[config.mk]
export PLATFORM = sky130hd
export DESIGN_NAME = trojan_seq_trigger
export DESIGN_NICKNAME = d
export VERILOG_FILES = /design/src/rtl/trojan_seq_trigger.sv
export SDC_FILE = /design/constraint.sdc
export NUM_CORES = 1
export LEC_CHECK = 0
export ABC_AREA = 0
export BUFFER_PORTS_ARGS = -buffer_cell sky130_fd_sc_hd__buf_2
export CORE_MARGIN = 5
export CORE_UTILIZATION = 32
export CTS_CLUSTER_SIZE = 25
export DETAILED_ROUTE_END_ITERATION = 16
export PLACE_DENSITY = 0.82
export SLEW_MARGIN = 5
export SYNTH_ARGS = -nofsm -noshare
export SYNTH_HDL_FRONTEND = slang
export SYNTH_SLANG_ARGS = --single-unit
[constraint.sdc]
create_clock -name clk -period 2.74 [get_ports clk]
set_input_delay 0.274 -clock clk [delete_from_list [all_inputs] [get_ports clk]]
set_output_delay 0.274 -clock clk [all_outputs]
set_load 0.005 [all_outputs]
[src/rtl/trojan_seq_trigger.sv]
// Sequential trigger: arms after an ordered sequence of NUM_STAGES patterns on
// the monitored state bus has completed COUNT_THRESH times.
module trojan_seq_trigger #(
    parameter int                          WIDTH        = 128,
    parameter int                          NUM_STAGES   = 4,
    parameter logic [NUM_STAGES*WIDTH-1:0] PATTERNS     = '0,
    parameter bit                          GAP_MODE     = 1'b0,
    parameter int                          COUNT_THRESH = 1,
    parameter bit                          STICKY       = 1'b1
) (
    input  logic             clk,
    input  logic             rst_n,
    input  logic             clear,
    input  logic             state_valid,
    input  logic [WIDTH-1:0] state,
    output logic             tj_trig,
    output logic [3:0]       stage,
    output logic [7:0]       hit_count
);

    localparam logic [0:0] SEEK       = 1'b0;
    localparam logic [0:0] FIRED      = 1'b1;
    localparam logic [3:0] LAST_STAGE = 4'(NUM_STAGES - 1);
    localparam logic [8:0] THRESH     = 9'(COUNT_THRESH);

    // Pattern table padded to 16 entries so the 4-bit stage index is always in range.
    logic [WIDTH-1:0] pat [16];

    for (genvar k = 0; k < 16; k++) begin : g_pat
        if (k < NUM_STAGES) begin : g_used
            assign pat[k] = PATTERNS[k*WIDTH +: WIDTH];
        end else begin : g_unused
            assign pat[k] = '0;
        end
    end

    logic [0:0] fsm_q, fsm_d;
    logic [3:0] stage_q, stage_d;
    logic [7:0] hit_q, hit_d;
    logic       trig_q, trig_d;
    logic       match_cur, match_first, complete;
    logic [8:0] hit_inc;

    // An X on the bus makes these compares unknown, which falls into the mismatch path.
    assign match_cur   = (state == pat[stage_q]);
    assign match_first = (state == pat[0]);
    assign hit_inc     = {1'b0, hit_q} + 9'd1;

    always_comb begin
        fsm_d    = fsm_q;
        stage_d  = stage_q;
        hit_d    = hit_q;
        trig_d   = trig_q;
        complete = 1'b0;
        if (clear) begin
            fsm_d   = SEEK;
            stage_d = '0;
            hit_d   = '0;
            trig_d  = 1'b0;
        end else if (fsm_q == FIRED) begin
            if (!STICKY) begin
                fsm_d   = SEEK;
                stage_d = '0;
                hit_d   = '0;
                trig_d  = 1'b0;
            end
        end else if (state_valid) begin
            if (match_cur) begin
                if (stage_q == LAST_STAGE) complete = 1'b1;
                else                       stage_d  = stage_q + 4'd1;
            end else if (!GAP_MODE) begin
                // A broken run may itself be the start of a new one.
                if (match_first) begin
                    if (LAST_STAGE == 4'd0) complete = 1'b1;
                    else                    stage_d  = 4'd1;
                end else begin
                    stage_d = '0;
                end
            end
            if (complete) begin
                stage_d = '0;
                hit_d   = (hit_q == 8'hff) ? hit_q : hit_inc[7:0];
                if (hit_inc == THRESH) begin
                    trig_d = 1'b1;
                    fsm_d  = FIRED;
                end
            end
        end
    end

    always_ff @(posedge clk or negedge rst_n) begin
        if (!rst_n) begin
            fsm_q   <= SEEK;
            stage_q <= '0;
            hit_q   <= '0;
            trig_q  <= 1'b0;
        end else begin
            fsm_q   <= fsm_d;
            stage_q <= stage_d;
            hit_q   <= hit_d;
            trig_q  <= trig_d;
        end
    end

    assign tj_trig   = trig_q;
    assign stage     = stage_q;
    assign hit_count = hit_q;

endmodule

======== After elaboration in Yosys (flattened, before gate mapping) ========
Memories as Yosys holds them, arrays and structs flattened.
Index checks and enable logic that the tools add are counted.
cells by class
  $add $sub $neg .......................... 2
  magnitude comparators ................... 1
  equality and inequality tests ........... 7
  multiplexer cells ....................... 29
  bitwise logic cells ..................... 1
  reduce and logical (&&, ||, !) cells .... 7
operator list
  operator             count
  $mux 128             2
  $eq 128x128->1       1
  $logic_not 128->1    1
  $mux 8               5
  $mux 4               6
  $mux 1               16
  $add 8x1->9 const B  1
  $eq 9x1->1 const B   1
  $eq 8x8->1 const B   1
  $reduce_and 4->1     2
  $reduce_bool 2->1    3
  $ge 5x5->1 const B   1
  $not 4->5            1
  $add 4x1->4 const B  1
  $eq 4x2->1 const B   1
  $ne 2x2->1 const B   2
  $ne 4x3->1 const B   1
  $reduce_and 3->1     1
word-level totals
  register bits ........................... 14
  memory bits (read-only) ................. 2048
  input bits .............................. 132
  output and inout bits ................... 13
  word-level logic and storage cells ...... 52
  memories ................................ 1
memory list
  name              depth  width  rd ports  clocked after Yosys merged registers in  write ports  RTL line  source
  (name not given)  16     128    1         0                                        0            45        assign match_cur = (state == pat[stage_q]);

======== Longest topological paths before layout ========
Gate-level depths: netlist (run 1).
  depth in word-level cells ............... 13
  depth in mapped cells ................... 8
  mapped depth without buffers ............ 7

======== Worst setup path before layout (run 1) ========
Ideal clock, no wire load.
  path type ............................... register to register
  start ................................... register hit_q[0] (netlist: hit_count[0])
  end ..................................... register trig_q (netlist: tj_trig)
  library setup time ...................... 0.082 ns
  arrival ................................. 1.963 ns
  slack ................................... 0.695 ns
  stages on the path, launching flop included .. 8
  clock period less this slack ............ 2.045 ns
  path through ............................ dfrtp_1 -> ha_1 -> and2_1 -> nand4_1 -> mux2i_1 -> a31oi_1 -> or4b_2 -> o22ai_1
between the ends
  longest elaborated chain between the ends .. 4
RTL lines
  element                             RTL line  source
  start: declaration                  39        logic [7:0] hit_q, hit_d;
  start signal: assignment            100       hit_q <= hit_d;
  $add 8x1->9                         47        assign hit_inc = {1'b0, hit_q} + 9'd1;
  $eq 9x1->1                          83        if (hit_inc == THRESH) begin
  $reduce_bool 2->1 (no source line)  -
  $reduce_and 4->1 (no source line)   -
  end signal: assignment              101       trig_q <= trig_d;
  end: declaration                    40        logic trig_q, trig_d;
No other way between the ends.
A chain may end at the register's enable or synchronous reset.

======== Final worst setup path (run 1) ========
  start ................................... register hit_q[0] (netlist: hit_count[0])
  end ..................................... register hit_q[2] (netlist: hit_count[2])
between the ends
  longest elaborated chain between the ends .. 6
  elaborated cells on any way between the ends .. 9
  classes of those cells .................. add/sub (1); eq/ne (2); mux (5); reduce/logical (1)
RTL lines
  element      RTL line  source
  $add 8x1->9  47
  $mux 8       82        hit_d = (hit_q == 8'hff) ? hit_q : hit_inc[7:0];
  $mux 8       80        if (complete) begin
  $mux 8       67        end else if (state_valid) begin
  $mux 8       60        end else if (fsm_q == FIRED) begin
  $mux 8       55        if (clear) begin
Parallel ways exist; a longest one is shown, timed or not. The select of a mux whose other input is x is not followed.

==> results_tabular.tex, run 1 <==
\begin{tabular}{lr}
\hline
Metric & Value \\
\hline
\multicolumn{2}{l}{\textbf{Setup path}} \\
CP peak stage delay & 0.52 ns \\
Cell depth of the worst flop-to-flop path & 7 \\
Crit path max-delay family & simple AND/OR/NAND/NOR gates \\
Type of the worst setup path & reg -> reg \\
Capturing point of the worst reg2reg path & hit\_count[2]\$\_DFFE\_PN0P\_ \\
Required time of the critical path & 2.95 ns \\
Number of buffers and inverters on the critical path & 0 \\
Cells along the critical path & ha\_1 -> and2\_1 -> nand4\_1 -> o21a\_1 -> nand4\_2 -> or3\_2 -> a21oi\_1 \\
Cell type of the slowest stage on the worst timing path & sky130\_fd\_sc\_hd\_\_or3\_2 \\
Critical path startpoint category & register \\
Kind of capture point of the worst setup path & register \\
Largest fanout on the critical path & 15 \\
Critical register-to-register path startpoint & hit\_count[0]\$\_DFFE\_PN0P\_ \\
Reg-to-reg setup timing slack & 0.45 ns \\
Critical path data arrival time & 2.49 ns \\
\multicolumn{2}{l}{\textbf{Timing}} \\
Setup repair after global routing missed its margin & no \\
Worst slew pin tran & 0.500 ns \\
Tightest slew margin relative to the limit & 66.4\% \\
Final number of setup-violating endpoints & 0 \\
Setup skew after layout & 0.00771 ns \\
Final critical-path share of the clock period & 83.5\% \\
Final-report hold violation count & 0 \\
Final TNS setup & 0 ns \\
Final worst-path setup slack & 0.453 ns \\
Achievable frequency & 0.437 GHz \\
Total count of max-transition violations in the final report & 0 \\
Minimum clock period & 2.29 ns \\
Tightest hold margin & 0.275 ns \\
\multicolumn{2}{l}{\textbf{Run}} \\
Max-cap violations & 0 \\
\multicolumn{2}{l}{\textbf{Clock tree}} \\
H-tree depth reported by CTS & 1 \\
Post\_cts resized & 0 \\
Number of hold buffers added after cts & 1 \\
Clock transition at the register clock pins on the worst setup and hold paths after CTS & 0.08 ns \\
Clock buffers created by TritonCTS & 3 \\
Clk\_lat worst skew & 0.28 ns \\
Post-CTS setup-driven buffer insertion count & 0 \\
Deepest clock path buffer count & 2 \\
CTS root buffer & sky130\_fd\_sc\_hd\_\_clkbuf\_4 \\
TritonCTS clock tree & done \\
CTS Sinks & 14 \\
\multicolumn{2}{l}{\textbf{Detailed routing}} \\
Total Routed Length & 4980 um \\
Detailed-route wire length per cell & 15.1 um \\
Via count of the routed design & 1695 \\
Count of routing violations after the opening detailed-route iteration & 46 \\
First-pass detailed-route iteration total & 6 \\
Vias per cell & 5.15 \\
DRC errors left & 0 \\
Antenna Violating Nets Remaining & 0 \\
\multicolumn{2}{l}{\textbf{Placement}} \\
Count of port buffers added during placement & 144 \\
Routability cong. & 0.899 \\
Placed wire-length estimate & 4400 um \\
Place WS & 0.274 ns \\
\multicolumn{2}{l}{\textbf{Synthesis}} \\
Number of library cell types mapped by synthesis & 34 \\
Async set-or-reset flop fraction in the synthesized netlist & 100\% \\
Average cell area after synthesis & 8.21 um2 \\
Proportion of synthesized chip area in sequential cells & 31.4\% \\
Post-synthesis cell area & 1120 um2 \\
Top\_reg\_cell synth & sky130\_fd\_sc\_hd\_\_dfrtp\_1 \\
YS warnings & 0 \\
Gate count after technology mapping & 136 \\
Number of synthesized flops with an enable pin & 0 \\
Most area-hungry cell type in the Yosys netlist & sky130\_fd\_sc\_hd\_\_dfrtp\_1 \\
Register bit total from synthesis & 14 \\
Synthesized netlist net count & 271 \\
Area contributors post-synth & sky130\_fd\_sc\_hd\_\_dfrtp\_1 (31\%), sky130\_fd\_sc\_hd\_\_nor4\_1 (18\%), sky130\_fd\_sc\_hd\_\_nand4\_1 (5.0\%) \\
Share of the synthesized area in the top cell type & 31.4\% \\
\multicolumn{2}{l}{\textbf{Final layout}} \\
FF+latch area & 350 um2 \\
Area of combinational cells with multiple inputs & 728 um2 \\
Number of fillers in the final layout & 335 \\
Layout overhead on the synthesized area & 71.4\% \\
Share of layout cells above drive strength 1 & 55.9\% \\
Layout Nets & 418 \\
Layout Utilization & 56.9\% \\
\multicolumn{2}{l}{\textbf{Floorplan}} \\
Placement Rows & 21 \\
Die Footprint & 4770 um2 \\
Initial cell density of the core & 33.2\% \\
Die height & 69.1 um \\
Area of the core region & 3360 um2 \\
Number of top-level design ports & 145 \\
Overall die width & 69.1 um \\
\multicolumn{2}{l}{\textbf{Power}} \\
IR Drop Worst-Case VDD & 0.182 mV \\
Leakage power of the design & 1.00 nW \\
Pwr dens & 228 nW/um2 \\
\multicolumn{2}{l}{\textbf{Worst hold path}} \\
Hold path startpoint & state\_valid \\
Kind of path behind the tightest hold check & in -> reg \\
Number of cells traversed by the worst hold path & 3 \\
End point of the worst hold path & fsm\_q\$\_DFF\_PN0\_ \\
\multicolumn{2}{l}{\textbf{Run status}} \\
Outcome & finished clean \\
\multicolumn{2}{l}{\textbf{Global route}} \\
Remaining Overflow, GRT & 0 \\
Maximum number of pins on one net before global-route repair & 19 \\
Via count of the first global-routing pass & 1679 \\
Global-route wire length before repair & 8000 um \\
Initial antenna violation count & 4 \\
Overall fraction of global-route tracks in use & 20.1\% \\
\hline
\end{tabular}
==> per-layer routing <==
layer | track usage, % | share of wire (%)
met1 | 24.8 | 42
met2 | 32.8 | 47
met5 | 0 | 0.42
met4 | 3.04 | 0.32
met3 | 9.01 | 10
==> tightest hold or removal path, cell delays in order <==
cell and delay (ns):
sky130_fd_sc_hd__buf_2 0.12, sky130_fd_sc_hd__nand3_1 0.06, sky130_fd_sc_hd__o22ai_1 0.06
==> through the flow <==
stage / std cells / instance area (um2) / total power [mW]
global route: 329 / 1910 / 0.469
detailed placement: 323 / 1880 / 0.325
floorplan: 136 / 1120 / 0.226
global placement: 323 / 1880 / 0.323
CTS: 327 / 1910 / 0.437
finish: 329 / 1910 / 0.436
==> logic make-up after synthesis <==
group / after synthesis / share of synthesized area [%]
mux: 2 / 1.79
flops: 14 / 31.4
fa+ha+maj: 3 / 3.36
compound gates: 22 / 10.7
xor+xnor: 1 / 0.785
simple gates: 86 / 48.7
buf+inv: 8 / 3.36
==> synthesized netlist by cell type, drive strengths merged, types with 3 or more instances <==
cell   instances
a21oi          9
dfrtp         14
ha             3
inv            5
nand2          9
nand3          5
nand4         10
nor2           5
nor3           4
nor4          35
o21ai          8
or3            6
==> state kept, by name, indices dropped and copies added (netlist names) <==
signal	cells
tj_trig	1
hit_count	8
stage	4
fsm_q	1
==> power breakdown <==
part	switching [mW]	leakage (nW)	total (mW)	internal [mW]
Combinational	0.0431	0.793	0.116	0.0732
Sequential	0.0000000000000000919	0.196	0.206	0.206
Clock	0.0620	0.0138	0.113	0.0509
==> cell usage in the layout (no fill, tap or decap) <==
cell type	synthesis	layout
sky130_fd_sc_hd__mux2i_1	2	2
sky130_fd_sc_hd__or4b_2	1	1
sky130_fd_sc_hd__a31oi_1	1	1
sky130_fd_sc_hd__nor2b_1	1	1
sky130_fd_sc_hd__nand4b_1	1	1
sky130_fd_sc_hd__or2_2	1	1
sky130_fd_sc_hd__nand3b_1	1	1
sky130_fd_sc_hd__nor3_1	4	4
sky130_fd_sc_hd__nand2_1	9	9
sky130_fd_sc_hd__a21oi_1	9	9
sky130_fd_sc_hd__or3_1	3	3
sky130_fd_sc_hd__nor4_2	2	2
sky130_fd_sc_hd__a22oi_1	1	1
sky130_fd_sc_hd__nand4_2	1	1
sky130_fd_sc_hd__o21a_1	1	1
sky130_fd_sc_hd__o21ai_0	8	8
sky130_fd_sc_hd__and3b_1	1	1
sky130_fd_sc_hd__clkbuf_4	0	3
sky130_fd_sc_hd__nand3_1	5	5
sky130_fd_sc_hd__nor4_4	1	1
sky130_fd_sc_hd__diode_2	0	2
sky130_fd_sc_hd__o22ai_1	2	2
sky130_fd_sc_hd__ha_1	3	3
sky130_fd_sc_hd__and2_1	1	1
sky130_fd_sc_hd__dlygate4sd3_1	0	1
sky130_fd_sc_hd__buf_2	0	144
sky130_fd_sc_hd__or3_2	3	3
sky130_fd_sc_hd__dfrtp_1	14	14
sky130_fd_sc_hd__nand4_1	9	9
sky130_fd_sc_hd__nor3b_1	2	2
sky130_fd_sc_hd__nor2_1	5	5
sky130_fd_sc_hd__xnor2_1	1	1
sky130_fd_sc_hd__and2_2	1	1
sky130_fd_sc_hd__nor4_1	32	32
sky130_fd_sc_hd__and3_1	2	2
sky130_fd_sc_hd__inv_1	5	5
==> worst max path at each step <==
stage	end	start	depth (start not counted)	slack [ns]
final	hit_count[2]$_DFFE_PN0P_	hit_count[0]$_DFFE_PN0P_	7	0.45
after global placement	hit_count[3]$_DFFE_PN0P_	state[92]	7	0.31
after global routing	hit_count[2]$_DFFE_PN0P_	hit_count[0]$_DFFE_PN0P_	7	0.21
after detailed placement	hit_count[2]$_DFFE_PN0P_	state[92]	7	0.27
after floorplan	tj_trig$_DFFE_PN0P_	hit_count[0]$_DFFE_PN0P_	7	0.70
after CTS	hit_count[2]$_DFFE_PN0P_	hit_count[0]$_DFFE_PN0P_	7	0.42
==> cell type report <==
cell class                 count  share of cell area [%]
antenna                        2                   0.262
clock buffer                   3                    1.18
inverter                       5                   0.981
multi-input combinational    114                    38.1
sequential                    14                    18.3
tap                           46                    3.01
timing repair buffer         145                    38.2
Power figures use the tool's default switching activity.
==> run 2, diff against run 1 <==
--- a/config.mk
+++ b/config.mk
@@ -5,13 +5,13 @@
 export SDC_FILE = /design/constraint.sdc
 export NUM_CORES = 1
 export LEC_CHECK = 0
-export ABC_AREA = 0
+export ABC_AREA = 1
 export BUFFER_PORTS_ARGS = -buffer_cell sky130_fd_sc_hd__buf_2
 export CORE_MARGIN = 5
-export CORE_UTILIZATION = 32
+export CORE_UTILIZATION = 31
 export CTS_CLUSTER_SIZE = 25
 export DETAILED_ROUTE_END_ITERATION = 16
-export PLACE_DENSITY = 0.82
+export PLACE_DENSITY = 0.78
 export SLEW_MARGIN = 5
 export SYNTH_ARGS = -nofsm -noshare
 export SYNTH_HDL_FRONTEND = slang
==> constraint.sdc (replaced) <==
create_clock -name clk -period 2 [get_ports clk]
set_input_delay 0.2 -clock clk [delete_from_list [all_inputs] [get_ports clk]]
set_output_delay 0.2 -clock clk [all_outputs]
set_load 0.005 [all_outputs]
==> results_tabular.tex, run 2 <==
\begin{tabular}{lr}
\hline
Metric & Value \\
\hline
\multicolumn{2}{l}{\textbf{Setup path}} \\
Largest fanout on the critical path & 10 (-5) \\
Capturing point of the worst reg2reg path & hit\_count[3]\$\_DFFE\_PN0P\_ \\
Reg-to-reg setup timing slack & 0.38 ns (-0.08 ns) \\
Critical path data arrival time & 1.81 ns (-0.68 ns) \\
CP peak stage delay & 0.42 ns (-0.10 ns) \\
Critical register-to-register path startpoint & hit\_count[0]\$\_DFFE\_PN0P\_ \\
Cell type of the slowest stage on the worst timing path & sky130\_fd\_sc\_hd\_\_dfrtp\_1 \\
Critical path startpoint category & register \\
Cell depth of the worst flop-to-flop path & 8 (+1) \\
Required time of the critical path & 2.19 ns (-0.76 ns) \\
Cells along the critical path & ha\_1 -> nand2\_2 -> nor2\_4 -> a21oi\_1 -> nand3\_4 -> nand2\_4 -> nand3\_1 -> nand2\_1 \\
Critical path origin & hit\_count[0]\$\_DFFE\_PN0P\_ \\
Kind of capture point of the worst setup path & register \\
Type of the worst setup path & reg -> reg \\
\multicolumn{2}{l}{\textbf{Final layout}} \\
Number of fillers in the final layout & 392 (+17\%) \\
Most common cell after layout, fill and taps aside & sky130\_fd\_sc\_hd\_\_buf\_2 \\
FF+latch area & 350 um2 (unchanged) \\
Most used cells in the layout excluding fill and tap cells & sky130\_fd\_sc\_hd\_\_buf\_2 (144), sky130\_fd\_sc\_hd\_\_nor2\_1 (99), sky130\_fd\_sc\_hd\_\_nand2\_1 (65), sky130\_fd\_sc\_hd\_\_nand3\_1 (17), sky130\_fd\_sc\_hd\_\_dfrtp\_1 (14) \\
Ant diodes & 0 (-2) \\
Flip-flop count of the largest register, all copies and words added & 8 (unchanged) \\
Layout overhead on the synthesized area & 63.8\% \\
Layout Nets & 521 (+25\%) \\
Area of combinational cells with multiple inputs & 913 um2 (+25\%) \\
Share of layout cells above drive strength 1 & 40.0\% (-16 points) \\
\multicolumn{2}{l}{\textbf{Synthesis}} \\
Register bit total from synthesis & 14 (unchanged) \\
Number of library cell types mapped by synthesis & 21 (-38\%) \\
Share of the synthesized area in the top cell type & 28.1\% (-3.3 points) \\
Average cell area after synthesis & 5.57 um2 (-32\%) \\
Most area-hungry cell type in the Yosys netlist & sky130\_fd\_sc\_hd\_\_nor2\_1 \\
YS warnings & 0 (unchanged) \\
Proportion of synthesized chip area in sequential cells & 26.5\% (-4.9 points) \\
Post-synthesis cell area & 1320 um2 (+18\%) \\
Cell with the most instances after synthesis & sky130\_fd\_sc\_hd\_\_nor2\_1 \\
Top cell types by occurrence after synthesis & sky130\_fd\_sc\_hd\_\_nor2\_1 (99), sky130\_fd\_sc\_hd\_\_nand2\_1 (65), sky130\_fd\_sc\_hd\_\_nand3\_1 (17) \\
Async set-or-reset flop fraction in the synthesized netlist & 100\% (unchanged) \\
Number of synthesized flops with an enable pin & 0 (unchanged) \\
Synthesized netlist net count & 372 (+37\%) \\
Top\_reg\_cell synth & sky130\_fd\_sc\_hd\_\_dfrtp\_1 \\
Area contributors post-synth & sky130\_fd\_sc\_hd\_\_nor2\_1 (28\%), sky130\_fd\_sc\_hd\_\_dfrtp\_1 (27\%), sky130\_fd\_sc\_hd\_\_nand2\_1 (18\%) \\
Gate count after technology mapping & 237 (+74\%) \\
\multicolumn{2}{l}{\textbf{Floorplan}} \\
Area of the core region & 4060 um2 (+21\%) \\
Die Footprint & 5670 um2 (+19\%) \\
Number of top-level design ports & 145 (unchanged) \\
Overall die width & 75.3 um (+9.0\%) \\
Placement Rows & 23 (+9.5\%) \\
Initial cell density of the core & 32.6\% (-0.62 points) \\
Die height & 75.3 um (+9.0\%) \\
\multicolumn{2}{l}{\textbf{Clock tree}} \\
CTS Sinks & 14 (unchanged) \\
Post-CTS setup-driven buffer insertion count & 0 (unchanged) \\
Post\_cts resized & 0 (unchanged) \\
Number of hold buffers added after cts & 1 (unchanged) \\
Clock transition at the register clock pins on the worst setup and hold paths after CTS & 0.06 ns (-0.02 ns) \\
Clock buffers created by TritonCTS & 3 (unchanged) \\
Clk\_lat worst skew & 0.25 ns (-0.03 ns) \\
CTS root buffer & sky130\_fd\_sc\_hd\_\_clkbuf\_8 \\
TritonCTS clock tree & done \\
H-tree depth reported by CTS & 1 (unchanged) \\
Deepest clock path buffer count & 2 (unchanged) \\
\multicolumn{2}{l}{\textbf{Worst hold path}} \\
Hold path startpoint & clear \\
End point of the worst hold path & tj\_trig\$\_DFFE\_PN0P\_ \\
Kind of path behind the tightest hold check & in -> reg \\
Number of cells traversed by the worst hold path & 2 (-1) \\
\multicolumn{2}{l}{\textbf{Timing}} \\
Final critical-path share of the clock period & 81.1\% (-2.3 points) \\
Setup repair after global routing missed its margin & no \\
Minimum clock period & 1.62 ns (-0.664 ns) \\
Final-report hold violation count & 0 (unchanged) \\
Worst slew pin tran & 0.453 ns (-0.0463 ns) \\
Tightest hold margin & 0.196 ns (-0.0790 ns) \\
Final TNS setup & 0 ns (unchanged) \\
Setup skew after layout & 0.00182 ns (-0.00589 ns) \\
Final worst-path setup slack & 0.377 ns (-0.0758 ns) \\
Achievable frequency & 0.616 GHz (+41\%) \\
Final number of setup-violating endpoints & 0 (unchanged) \\
Total count of max-transition violations in the final report & 0 (unchanged) \\
Tightest slew margin relative to the limit & 69.7\% (+3.4 points) \\
\multicolumn{2}{l}{\textbf{Detailed routing}} \\
Total Routed Length & 4870 um (-2.1\%) \\
First-pass detailed-route iteration total & 4 (-2) \\
Vias per cell & 4.37 (-15\%) \\
Antenna Violating Nets Remaining & 0 (unchanged) \\
DRC errors left & 0 (unchanged) \\
Via count of the routed design & 1899 (+12\%) \\
Detailed-route wire length per cell & 11.2 um (-26\%) \\
Count of routing violations after the opening detailed-route iteration & 53 (+15\%) \\
\multicolumn{2}{l}{\textbf{Power}} \\
IR Drop Worst-Case VDD & 0.456 mV (+150\%) \\
Pwr dens & 374 nW/um2 (+64\%) \\
Leakage power of the design & 1.18 nW (+17\%) \\
Total power & 0.809 mW (+86\%) \\
\multicolumn{2}{l}{\textbf{Run status}} \\
Outcome & finished clean \\
\multicolumn{2}{l}{\textbf{Global route}} \\
Maximum number of pins on one net before global-route repair & 15 (-4) \\
Overall fraction of global-route tracks in use & 15.9\% (-4.2 points) \\
Via count of the first global-routing pass & 1703 (+1.4\%) \\
Initial antenna violation count & 0 (-4) \\
Remaining Overflow, GRT & 0 (unchanged) \\
Global-route wire length before repair & 7050 um (-12\%) \\
\multicolumn{2}{l}{\textbf{Placement}} \\
Routability cong. & 0.926 (+3.0\%) \\
Place WS & 0.392 ns (+0.118 ns) \\
Count of port buffers added during placement & 144 (unchanged) \\
Placed wire-length estimate & 4260 um (-3.1\%) \\
\multicolumn{2}{l}{\textbf{Run}} \\
Max-cap violations & 0 (unchanged) \\
\hline
\end{tabular}
## run 2: cell types whose count changed in the layout (fill, tap and decap cells not counted), moves of 6 or more
cell / before / now
sky130_fd_sc_hd__inv_1: 5 / 13
sky130_fd_sc_hd__o21ai_0: 8 / 2
sky130_fd_sc_hd__nor4_1: 32 / 0
sky130_fd_sc_hd__nand3_1: 5 / 17
sky130_fd_sc_hd__nor2_1: 5 / 99
sky130_fd_sc_hd__nand2_1: 9 / 65
sky130_fd_sc_hd__nand4_1: 9 / 2
## run 2: where the power goes
group	total [mW]	internal [mW]	switching [mW]
clock network	0.279	0.174	0.105
registers	0.300	0.290	0.00918
logic	0.230	0.131	0.0991
## run 2: worst max path at each step
stage / endpoint / slack (ns) / cells after the start
global placement: hit_count[2]$_DFFE_PN0P_ / 0.44 / 12
CTS: tj_trig$_DFFE_PN0P_ / 0.36 / 11
detailed placement: tj_trig$_DFFE_PN0P_ / 0.39 / 11
finish: hit_count[3]$_DFFE_PN0P_ / 0.38 / 8
floorplan: tj_trig$_DFFE_PN0P_ / 0.55 / 11
global route: tj_trig$_DFFE_PN0P_ / 0.21 / 11
## run 2: critical path, delay by kind of cell, from the launching register on
family                     cells  cell delay [ns]
and+or+nand+nor                6             0.66
DFF                            1             0.42
adders and majority gates      1             0.24
AOI/OAI and AO/OA              1             0.24
## run 2: through the flow
stage / utilization, % / std cells / instance area [um2]
2_1_floorplan: - / 237 / 1320
3_3_place_gp: 51.7 / 430 / 2100
3_5_place_dp: 51.7 / 430 / 2100
4_1_cts: 53.3 / 435 / 2160
5_1_grt: 53.3 / 435 / 2160
6_report: 53.3 / 435 / 2160
## run 2: kinds of logic (layout without fill, tap and decap cells)
logic type      after synthesis  after routing  synth area share, %
compound gates               11             11                 4.55
xor+xnor                      4              4                 2.65
fa+ha+maj                     3              3                 2.84
buf+inv                      15            163                 4.36
flops                        14             14                 26.5
simple gates                190            190                 59.1
## run 2: per-layer routing
metal | vias to the layer above | part of all wire [%] | global-route usage [%]
li1 | 1035 | - | -
met5 | - | 0 | 0
met4 | 0 | 1.1 | 2.72
met3 | 6 | 9.2 | 2.94
met1 | 784 | 40 | 18.6
met2 | 74 | 50 | 30.0
## run 2: area by class of cell
class | count | area share [%]
inverters | 14 | 2.43
multi-input cells | 208 | 42.2
well taps | 50 | 2.89
flip-flops and latches | 14 | 16.2
clock buffers | 4 | 2.54
repair buffers | 145 | 33.8
==> run 3, diff against run 2 <==
==> constraint.sdc (replaced) <==
create_clock -name clk -period 1.45 [get_ports clk]
set_input_delay 0.145 -clock clk [delete_from_list [all_inputs] [get_ports clk]]
set_output_delay 0.145 -clock clk [all_outputs]
set_load 0.005 [all_outputs]
==> results_tabular.tex, run 3 (synthesized netlist as in run 2, its figures left out) <==
\begin{tabular}{lr}
\hline
Metric & Value \\
\hline
\multicolumn{2}{l}{\textbf{Clock tree}} \\
Deepest clock path buffer count & 2 (unchanged) \\
H-tree depth reported by CTS & 1 (unchanged) \\
TritonCTS clock tree & done \\
CTS root buffer & sky130\_fd\_sc\_hd\_\_clkbuf\_8 \\
Clock transition at the register clock pins on the worst setup and hold paths after CTS & 0.06 ns (about the same) \\
Clk\_lat worst skew & 0.25 ns (about the same) \\
CTS Sinks & 14 (unchanged) \\
Clock buffers created by TritonCTS & 3 (unchanged) \\
\multicolumn{2}{l}{\textbf{Global route}} \\
Via count of the first global-routing pass & 1871 (+9.9\%) \\
Remaining Overflow, GRT & 0 (unchanged) \\
Overall fraction of global-route tracks in use & 17.7\% (+1.9 points) \\
Initial antenna violation count & 0 (unchanged) \\
Global-route wire length before repair & 7910 um (+12\%) \\
Maximum number of pins on one net before global-route repair & 15 (unchanged) \\
\multicolumn{2}{l}{\textbf{Placement}} \\
Routability cong. & 0.907 (-2.1\%) \\
Place WS & -0.115 ns (-0.507 ns) \\
Placed wire-length estimate & 4490 um (+5.3\%) \\
Count of port buffers added during placement & 144 (unchanged) \\
\multicolumn{2}{l}{\textbf{Final layout}} \\
Number of fillers in the final layout & 402 (+2.6\%) \\
Layout overhead on the synthesized area & 71.6\% \\
Most common cell after layout, fill and taps aside & sky130\_fd\_sc\_hd\_\_buf\_2 \\
Area of combinational cells with multiple inputs & 961 um2 (+5.2\%) \\
Most used cells in the layout excluding fill and tap cells & sky130\_fd\_sc\_hd\_\_buf\_2 (144), sky130\_fd\_sc\_hd\_\_nor2\_1 (94), sky130\_fd\_sc\_hd\_\_nand2\_1 (65), sky130\_fd\_sc\_hd\_\_nand3\_1 (17), sky130\_fd\_sc\_hd\_\_dfrtp\_1 (13) \\
Share of layout cells above drive strength 1 & 44.2\% (+4.2 points) \\
Ant diodes & 0 (unchanged) \\
FF+latch area & 352 um2 (+0.36\%) \\
Layout Nets & 531 (+1.9\%) \\
Flip-flop count of the largest register, all copies and words added & 8 (unchanged) \\
\multicolumn{2}{l}{\textbf{Worst hold path}} \\
Kind of path behind the tightest hold check & in -> reg \\
\multicolumn{2}{l}{\textbf{Setup path}} \\
CP peak stage delay & 0.37 ns (-0.05 ns) \\
Critical path startpoint category & register \\
Cell type of the slowest stage on the worst timing path & sky130\_fd\_sc\_hd\_\_dfrtp\_1 \\
Type of the worst setup path & reg -> reg \\
Largest fanout on the critical path & 4 (-6) \\
Crit path max-delay family & simple AND/OR/NAND/NOR gates \\
Critical path data arrival time & 1.73 ns (-0.08 ns) \\
Number of buffers and inverters on the critical path & 1 (+1) \\
Required time of the critical path & 1.63 ns (-0.56 ns) \\
Cells along the critical path & buf\_4 -> nand3\_1 -> nor2\_2 -> nand3\_1 -> xnor2\_1 -> nor2\_2 -> nand4\_1 -> a21oi\_1 \\
Kind of capture point of the worst setup path & register \\
\multicolumn{2}{l}{\textbf{Floorplan}} \\
Die Footprint & 5670 um2 (unchanged) \\
Placement Rows & 23 (unchanged) \\
Overall die width & 75.3 um (unchanged) \\
Area of the core region & 4060 um2 (unchanged) \\
Number of top-level design ports & 145 (unchanged) \\
Die height & 75.3 um (unchanged) \\
Initial cell density of the core & 32.6\% (unchanged) \\
\multicolumn{2}{l}{\textbf{Power}} \\
Pwr dens & 481 nW/um2 (+29\%) \\
Leakage power of the design & 1.23 nW (+4.4\%) \\
Total power & 1.09 mW (+35\%) \\
IR Drop Worst-Case VDD & 0.638 mV (+40\%) \\
\multicolumn{2}{l}{\textbf{Detailed routing}} \\
Via count of the routed design & 1993 (+4.9\%) \\
Antenna Violating Nets Remaining & 0 (unchanged) \\
Detailed-route wire length per cell & 11.9 um (+6.6\%) \\
First-pass detailed-route iteration total & 4 (unchanged) \\
Total Routed Length & 5300 um (+8.8\%) \\
Vias per cell & 4.49 (+2.8\%) \\
Count of routing violations after the opening detailed-route iteration & 66 (+25\%) \\
DRC errors left & 0 (unchanged) \\
\multicolumn{2}{l}{\textbf{Run status}} \\
Violations in the final reports & setup timing \\
Outcome & finished with violations \\
\multicolumn{2}{l}{\textbf{Timing}} \\
Worst slew pin tran & 0.322 ns (-0.131 ns) \\
Final worst-path setup slack & -0.0991 ns (-0.476 ns) \\
Total count of max-transition violations in the final report & 0 (unchanged) \\
Achievable frequency & 0.646 GHz (+4.8\%) \\
Final critical-path share of the clock period & 107\% (+26 points) \\
Setup skew after layout & 0.00409 ns (+0.00227 ns) \\
Final number of setup-violating endpoints & 2 (+2) \\
Final-report hold violation count & 0 (unchanged) \\
Tightest slew margin relative to the limit & 78.5\% (+8.8 points) \\
Tightest hold margin & 0.136 ns (-0.0603 ns) \\
Setup repair after global routing missed its margin & yes \\
Minimum clock period & 1.55 ns (-0.0737 ns) \\
\multicolumn{2}{l}{\textbf{Run}} \\
Max-cap violations & 0 (unchanged) \\
\hline
\end{tabular}
run 3: cell types whose count changed in the layout (fill, tap and decap cells not counted), sizes merged:
cell | previous run | this run
buf | 144 | 153
nand2 | 67 | 68
clkbuf | 4 | 3
run 3: where the power goes:
part	total [mW]	leakage [nW]	internal (mW)	switching, mW
Combinational	0.358	1.02	0.205	0.154
Sequential	0.411	0.192	0.401	0.00993
Clock	0.322	0.0216	0.184	0.138
Total	1.09	1.23	0.790	0.301
run 3: per-stage QoR:
stage	TNS [ns]	area (um2)	instances	utilization [%]
4_1_cts	-0.172	2240	443	55.1
5_1_grt	-1.08	2270	444	55.9
6_report	-0.173	2270	444	55.9
3_3_place_gp	-0.143	2150	437	53.0
3_5_place_dp	-0.990	2150	437	53.0
2_1_floorplan	-0.00246	1320	237	-
run 3: final cells by class:
type / count / share of cell area, %
flip-flops and latches: 14 / 15.5
repair buffers: 154 / 35.2
inverters: 14 / 2.32
well taps: 50 / 2.76
clock buffers: 3 / 1.82
multi-input cells: 209 / 42.4
run 3: per-layer routing:
layer / wire [um] / GRT usage [%] / up-vias
li1: - / - / 1058
met3: 578 / 4.67 / 8
met2: 2560 / 31.5 / 96
met4: 57 / 2.72 / 0
met5: 0 / 0 / -
met1: 2100 / 21.8 / 831
run 3: worst reg2reg max path, delay by kind of cell, from the launching register on:
| family | cells | cell delay (ns) |
|---|---|---|
| DFF | 1 | 0.37 |
| xor gates and xnor gates | 1 | 0.17 |
| buffers and inverters | 1 | 0.14 |
| and+or+nand+nor | 5 | 0.66 |
| AOI/OAI and AO/OA | 1 | 0.14 |
run 3: final timing paths:
kind | end | start | depth (start not counted) | slack (ns)
min in group asynchronous | hit_count[5]$_DFFE_PN0P_ | rst_n | 2 | 0.32
max in group asynchronous | hit_count[2]$_DFFE_PN0P_ | rst_n | 2 | 0.86
hold reg to reg | tj_trig$_DFFE_PN0P_ | tj_trig$_DFFE_PN0P_ | 2 | 0.51
hold / removal | fsm_q$_DFF_PN0_ | clear | 2 | 0.14
setup / recovery | tj_trig$_DFFE_PN0P_ | hit_count[0]$_DFFE_PN0P_ | 8 | -0.1
setup reg to reg | tj_trig$_DFFE_PN0P_ | hit_count[0]$_DFFE_PN0P_ | 8 | -0.1
run 3: timing repair:
| item | in CTS | in global routing |
|---|---|---|
| pin swaps | 3 | 3 |
| gates cloned | 1 | 0 |
| setup buffers | 1 | 1 |
| gates resized for setup | 5 | 9 |
| endpoints found under the setup margin | 10 | 13 |
| hold endpoints to repair | 14 | 0 |
| hold buffers | 1 | 0 |
